<file path="config.mk">
export PLATFORM = sky130hd
export DESIGN_NAME = mem_arbiter
export DESIGN_NICKNAME = d
export VERILOG_FILES = /design/src/rtl/mem_arbiter.sv
export SDC_FILE = /design/constraint.sdc
export NUM_CORES = 1
export LEC_CHECK = 0
export CAP_MARGIN = 10
export CELL_PAD_IN_SITES_DETAIL_PLACEMENT = 0
export CELL_PAD_IN_SITES_GLOBAL_PLACEMENT = 2
export CORE_MARGIN = 5
export CORE_UTILIZATION = 28
export CTS_CLUSTER_SIZE = 25
export DETAILED_ROUTE_END_ITERATION = 12
export PLACE_DENSITY_LB_ADDON = 0.1
export SLEW_MARGIN = 20
export SYNTH_ARGS = -nofsm -noshare
export SYNTH_HDL_FRONTEND = slang
export SYNTH_SLANG_ARGS = --single-unit
export TNS_END_PERCENT = 1
</file>
<file path="constraint.sdc">
create_clock -name clk -period 4 [get_ports clk]
set_input_delay 0.8 -clock clk [delete_from_list [all_inputs] [get_ports clk]]
set_output_delay 0.8 -clock clk [all_outputs]
set_load 0.02 [all_outputs]
</file>
<file path="src/rtl/mem_arbiter.sv">
// Two-port (fetch / load-store) arbiter in front of a single fixed-latency memory.
// Define LS_PRIORITY_EN to make ls win every tie instead of round-robin.
module mem_arbiter #(
    parameter int MEM_LATENCY = 2
) (
    input  logic        clk,
    input  logic        rst,
    input  logic        if_req,
    input  logic [15:0] if_addr,
    output logic [15:0] if_rdata,
    output logic        if_ready,
    input  logic        ls_req,
    input  logic        ls_we,
    input  logic [15:0] ls_addr,
    input  logic [15:0] ls_wdata,
    output logic [15:0] ls_rdata,
    output logic        ls_ready,
    output logic        mem_en,
    output logic        mem_we,
    output logic [15:0] mem_addr,
    output logic [15:0] mem_wdata,
    input  logic [15:0] mem_rdata,
    output logic        busy
);

    typedef enum logic [1:0] {
        IDLE,
        ACCESS,
        DONE
    } state_e;

    localparam logic [3:0] CNT_LOAD = 4'(MEM_LATENCY - 1);

    state_e      state_q, state_d;
    logic [3:0]  cnt_q, cnt_d;
    logic        selLs_q, selLs_d;
    logic        lastLs_q, lastLs_d;
    logic        weLat_q, weLat_d;
    logic        memEn_q, memEn_d;
    logic        memWe_q, memWe_d;
    logic [15:0] memAddr_q, memAddr_d;
    logic [15:0] memWdata_q, memWdata_d;
    logic [15:0] ifRdata_q, ifRdata_d;
    logic [15:0] lsRdata_q, lsRdata_d;
    logic        ifReady_q, ifReady_d;
    logic        lsReady_q, lsReady_d;

    logic        tieLs;
    logic        grantLs;

`ifdef LS_PRIORITY_EN
    assign tieLs = 1'b1;
`else
    // Round-robin: on a tie the port that was not granted last time wins.
    assign tieLs = ~lastLs_q;
`endif

    assign grantLs = ls_req & (~if_req | tieLs);

    always_comb begin
        state_d    = state_q;
        cnt_d      = cnt_q;
        selLs_d    = selLs_q;
        lastLs_d   = lastLs_q;
        weLat_d    = weLat_q;
        memEn_d    = 1'b0;
        memWe_d    = 1'b0;
        memAddr_d  = memAddr_q;
        memWdata_d = memWdata_q;
        ifRdata_d  = ifRdata_q;
        lsRdata_d  = lsRdata_q;
        ifReady_d  = 1'b0;
        lsReady_d  = 1'b0;

        unique case (state_q)
            IDLE: begin
                if (if_req || ls_req) begin
                    selLs_d    = grantLs;
                    lastLs_d   = grantLs;
                    weLat_d    = grantLs & ls_we;
                    memEn_d    = 1'b1;
                    memWe_d    = grantLs & ls_we;
                    memAddr_d  = grantLs ? ls_addr : if_addr;
                    memWdata_d = grantLs ? ls_wdata : memWdata_q;
                    cnt_d      = CNT_LOAD;
                    state_d    = ACCESS;
                end
            end
            ACCESS: begin
                // The cycle the counter reaches zero is the one whose closing edge samples read data.
                if (cnt_q == 4'd0) begin
                    state_d = DONE;
                    if (!weLat_q) begin
                        if (selLs_q) begin
                            lsRdata_d = mem_rdata;
                        end else begin
                            ifRdata_d = mem_rdata;
                        end
                    end
                    ifReady_d = ~selLs_q;
                    lsReady_d = selLs_q;
                end else begin
                    cnt_d = cnt_q - 4'd1;
                end
            end
            DONE: begin
                state_d = IDLE;
            end
            default: begin
                state_d = IDLE;
            end
        endcase
    end

    always_ff @(posedge clk or posedge rst) begin
        if (rst) begin
            state_q    <= IDLE;
            cnt_q      <= 4'd0;
            selLs_q    <= 1'b0;
            lastLs_q   <= 1'b1;
            weLat_q    <= 1'b0;
            memEn_q    <= 1'b0;
            memWe_q    <= 1'b0;
            memAddr_q  <= 16'h0000;
            memWdata_q <= 16'h0000;
            ifRdata_q  <= 16'h0000;
            lsRdata_q  <= 16'h0000;
            ifReady_q  <= 1'b0;
            lsReady_q  <= 1'b0;
        end else begin
            state_q    <= state_d;
            cnt_q      <= cnt_d;
            selLs_q    <= selLs_d;
            lastLs_q   <= lastLs_d;
            weLat_q    <= weLat_d;
            memEn_q    <= memEn_d;
            memWe_q    <= memWe_d;
            memAddr_q  <= memAddr_d;
            memWdata_q <= memWdata_d;
            ifRdata_q  <= ifRdata_d;
            lsRdata_q  <= lsRdata_d;
            ifReady_q  <= ifReady_d;
            lsReady_q  <= lsReady_d;
        end
    end

    assign mem_en    = memEn_q;
    assign mem_we    = memWe_q;
    assign mem_addr  = memAddr_q;
    assign mem_wdata = memWdata_q;
    assign if_rdata  = ifRdata_q;
    assign ls_rdata  = lsRdata_q;
    assign if_ready  = ifReady_q;
    assign ls_ready  = lsReady_q;
    assign busy      = (state_q != IDLE);

endmodule

</file>
# Yosys cells after proc, flatten, opt, wreduce, memory -nomap -nowiden
# Index checks and enable logic that the tools add are counted.
# word_totals
input_bits,69
reg_bits,77
output_inout_bits,69
wordCells,51
# op_classes
n_eq_ne,4
n_bitwise,7
n_reduce_logical,11
muxes,15
addsub,1
# ops
operator,count
2-to-1 mux 16 bit,1
2-to-1 mux 1 bit,8
2-to-1 mux 4 bit,2
one-hot mux 4 bit (2 select lines),1
AND reduction 4 bit,2
"inequality test 2 bit, second input constant",3
AND reduction 3 bit,2
logical NOT 4 bit,1
2-to-1 mux 2 bit,2
NOT 1 bit,4
one-hot mux 2 bit (2 select lines),1
AND reduction 2 bit,2
nonzero test 2 bit,2
"subtractor 4 x 1 -> 4 bit, second input constant",1
bitwise AND 1 bit,2
"== test 2 x 1 -> 1 bit, second input constant",1
logical NOT 2 bit,1
logical OR 1 bit,1
bitwise OR 1 bit,1

# Depth between registers and ports, before layout
# logic_depth
ltp_word,6
mapped_depth,6
mapped_depth_nobuf,5

# Worst setup path before layout
# No wires, ideal clock.
# synth_path
path_kind,input to register
from,in ls_req
to,"reg memWdata_q[0], in the netlist mem_wdata[0]"
arrival_ns,1.933
setup_ns,0.125
stages,5
setup_slack_ns,1.943
path_cell_list,a21bo_2 -> buf_6 -> nor3_4 -> buf_6 -> mux2_2
# synth_between
elab_chain_cells,2
word_cells_on_any_way,3
cone_classes,bitwise (1); reduce/logical (2)
# synth_rtl
item,line_no,rtl
"start, declared",12,"input logic ls_req,"
bitwise AND 1 bit or logical OR 1 bit (tied branches),"58, 77",
AND reduction 3 bit (no source line) *,n/a,
"end signal, assigned",139,memWdata_q <= memWdata_d;
"end, declared",42,"logic [15:0] memWdata_q, memWdata_d;"
# Mark *: on every way between the ends. The rest lies on a longest branch, timed or not.
# A chain may end at the register's enable or synchronous reset.

# Final worst setup path
# layout_path
from,in ls_req
to,"reg memWdata_q[4], in the netlist mem_wdata[4]"
# The elaborated chain is that of the path after synthesis.

==> results.ini <==
[global_routing]
grt_pass1_vias=2659
grt_pass1_wl_um=13400
grt_max_degree=51
grt_overflow=0
antenna_found_initial=0
grtUsageTotal_pct=12.8

[routing]
post_drt_wl_per_cell_um=15.8
vias=2425
ant_nets=0
totalWireLength_um=8400
drt_iter0_drc=96
dr.pass1.iters=4
drcViolationCount=0
avgViaCountPerCell=4.58

[setup_path]
critPathLaunchType=input pin
crit_chain=clkdlybuf4s50_1, a21bo_2, nor3_4, mux2_2
critical-path-top-delay-family=simple AND/OR/NAND/NOR gates
required_ns=4.21
critical_path_class=input pin to register
cp.arrival_ns=2.74
startpoint=ls_req
worstSetupEndpointType=register
cpPeakStageDelay_ns=0.65
crit_slowest_cell=nor3_4
r2r-start=cnt_q[0]$_DFFE_PP0P_
crit_path_max_fanout=18
crit_buf_inv=1

[synthesis]
avgSynthCellArea_um2=13.1
seq_area_frac_synth_pct=60.4
synth_edf_count=0
synthesis.nets=313
synth.largest_area_cell=dfrtp_1
synth_cell_type_count=36
synth_top_area_share_pct=59.6
netlist_top_cells_count=dfrtp_1, mux2_2, nand2_1
synthMostInstantiatedCell=dfrtp_1
synth_area_leaders=dfrtp_1, mux2_2, mux2_4, nand2_1, a31oi_1
ys_warn_count=0
synth-seq-cells=77
netlist_area_um2=3190
async_flop_share_pct=100
ys.flop_type=dfrtp_1
syn_inst=243

[timing]
fin_skew_ns=0.00567
setup_violations=0
hold_violations=0
rsz0062_at_grt=no
relSlewSlack_pct=42.2
max_freq_mhz=396
tns_ns=0
tightest_slew_ns=0.866
period_share_pct=63.2
fin_crit_ns=2.53
final_max_slew_viol_count=0

[floorplanning]
io_pins=138
rows=39
die_area_um2=13600
start_util_pct=28.3
chipWidth_um=117
die_y_um=117
coreArea_um2=11300

[layout]
syn_to_final_growth_pct=56.0
nNetsFinal=452
diodes=0
layout-drive-gt1-share_pct=18.9
nFillCells=1089

[pwr]
leakage_nw=2.11
finalPower_mw=4.28
power.internal_mw=2.75
ir_worst_vdd_mv=0.309
swShare_pct=35.8
clockPowerShare_pct=18.3
power_switching_mw=1.53
powerDensity_nw_per_um2=860
power_frac_comb_pct=48.6
power_frac_seq_pct=33.1

[clock_tree]
clk_latency_ns=0.33
post_cts_buffers=0
path_clk_slew_ns=0.05
root_buffer=clkbuf_16
cts.sinks=77
post_cts_resized=0
holdBufCountCts=0
cts_made_buffers=9
cts_tree=done
cts.htree.levels=3
clk_path_buf_depth=2

[run_status]
status=complete, no violations

[worst_hold_path]
hp-class=register to register
min_from=mem_wdata[7]$_DFFE_PP0P_

[placed_design]
portBuffers=137
place_congestion=0.701
dp.final_hpwl_um=5980

[job]
drv_cap=0

## worst register-to-register path, cell delays in order (launching register included)
cell	delay, ns
dfrtp_1	0.41
inv_1	0.07
ha_1	0.18
nor3b_4	0.43
nand4b_4	0.42
mux2_4	0.43
## logic make-up after synthesis
group / Yosys count / synth area share, %
compound gates: 44 / 8.31
fa+ha+maj: 1 / 0.392
buf+inv: 17 / 3.10
flops: 77 / 60.4
mux: 49 / 18.4
simple gates: 55 / 9.33
## routing by layer
metal | global-route usage (%) | part of all wire [%] | vias up
met1 | 15.5 | 41 | 1180
met4 | 7.49 | 3.3 | 0
met2 | 19.8 | 47 | 92
li1 | - | - | 1134
met5 | 0 | 0 | -
met3 | 4.46 | 8.4 | 19
## final timing paths
kind | endpoint | slack [ns] | cells past startpoint
worst max-delay path | mem_wdata[4]$_DFFE_PP0P_ | 1.47 | 4
worst min-delay path | mem_wdata[7]$_DFFE_PP0P_ | 0.49 | 1
worst max register to register | ls_rdata[3]$_DFFE_PP0P_ | 1.93 | 5
worst min register to register | mem_wdata[7]$_DFFE_PP0P_ | 0.49 | 1
max in group asynchronous | ls_rdata[4]$_DFFE_PP0P_ | 2.14 | 3
min in group asynchronous | mem_wdata[7]$_DFFE_PP0P_ | 0.95 | 2
## cell usage in the layout, fill, tap and decap left out, types with 2 or more instances in the layout
cell type        synthesis  layout
clkdlybuf4s50_1          0     137
dfrtp_1                 76      76
mux2_2                  37      37
nand2_1                 34      34
a21oi_1                 17      17
a31oi_1                 16      16
mux2_4                  10      10
clkbuf_16                0       9
nor2_1                   4       4
clkbuf_8                 0       4
nor3_1                   3       3
o21ai_0                  3       3
inv_1                    4       3
a21o_1                   3       3
clkbuf_1                 4       3
buf_4                    0       3
nand3_1                  2       2
and3_1                   2       2
## sequential cells by signal, summed over array words and instances, names as in the netlist
name       count
cnt_q          4
mem_we         1
if_rdata      16
mem_en         1
ls_rdata      16
mem_wdata     16
selLs_q        1
state_q        2
ls_ready       1
lastLs_q       1
weLat_q        1
if_ready       1
mem_addr      16
## power by group through the flow
stage               Sequential, mW  Combinational, mW  Clock, mW
finish                        1.42               2.08      0.782
global route                  1.47               2.24      0.847
CTS                           1.42               2.13      0.816
detailed placement            1.43               2.12          0
global placement              1.43               2.10          0
floorplan                     1.82              0.765          0
## metrics by stage
step	std cells	setup WS (ns)	utilization (%)	instance area [um2]	hold slack, ns
6_report	530	1.47	44.1	4980	0.487
5_1_grt	530	1.33	44.1	4980	0.516
4_1_cts	530	1.40	44.1	4980	0.491
3_5_place_dp	514	1.05	41.6	4680	0.478
3_3_place_gp	514	1.08	41.6	4680	0.475
2_1_floorplan	243	1.23	-	3190	0.473
## cell type report
type | count | area, um2 | share of cell area, %
clock buffer | 16 | 292 | 5.86
inverter | 5 | 20.0 | 0.402
multi-input combinational | 149 | 1160 | 23.4
sequential | 77 | 1930 | 38.7
tap | 143 | 179 | 3.60
timing repair buffer | 140 | 1390 | 28.0
No activity file was read; power rests on OpenSTA's default activity.
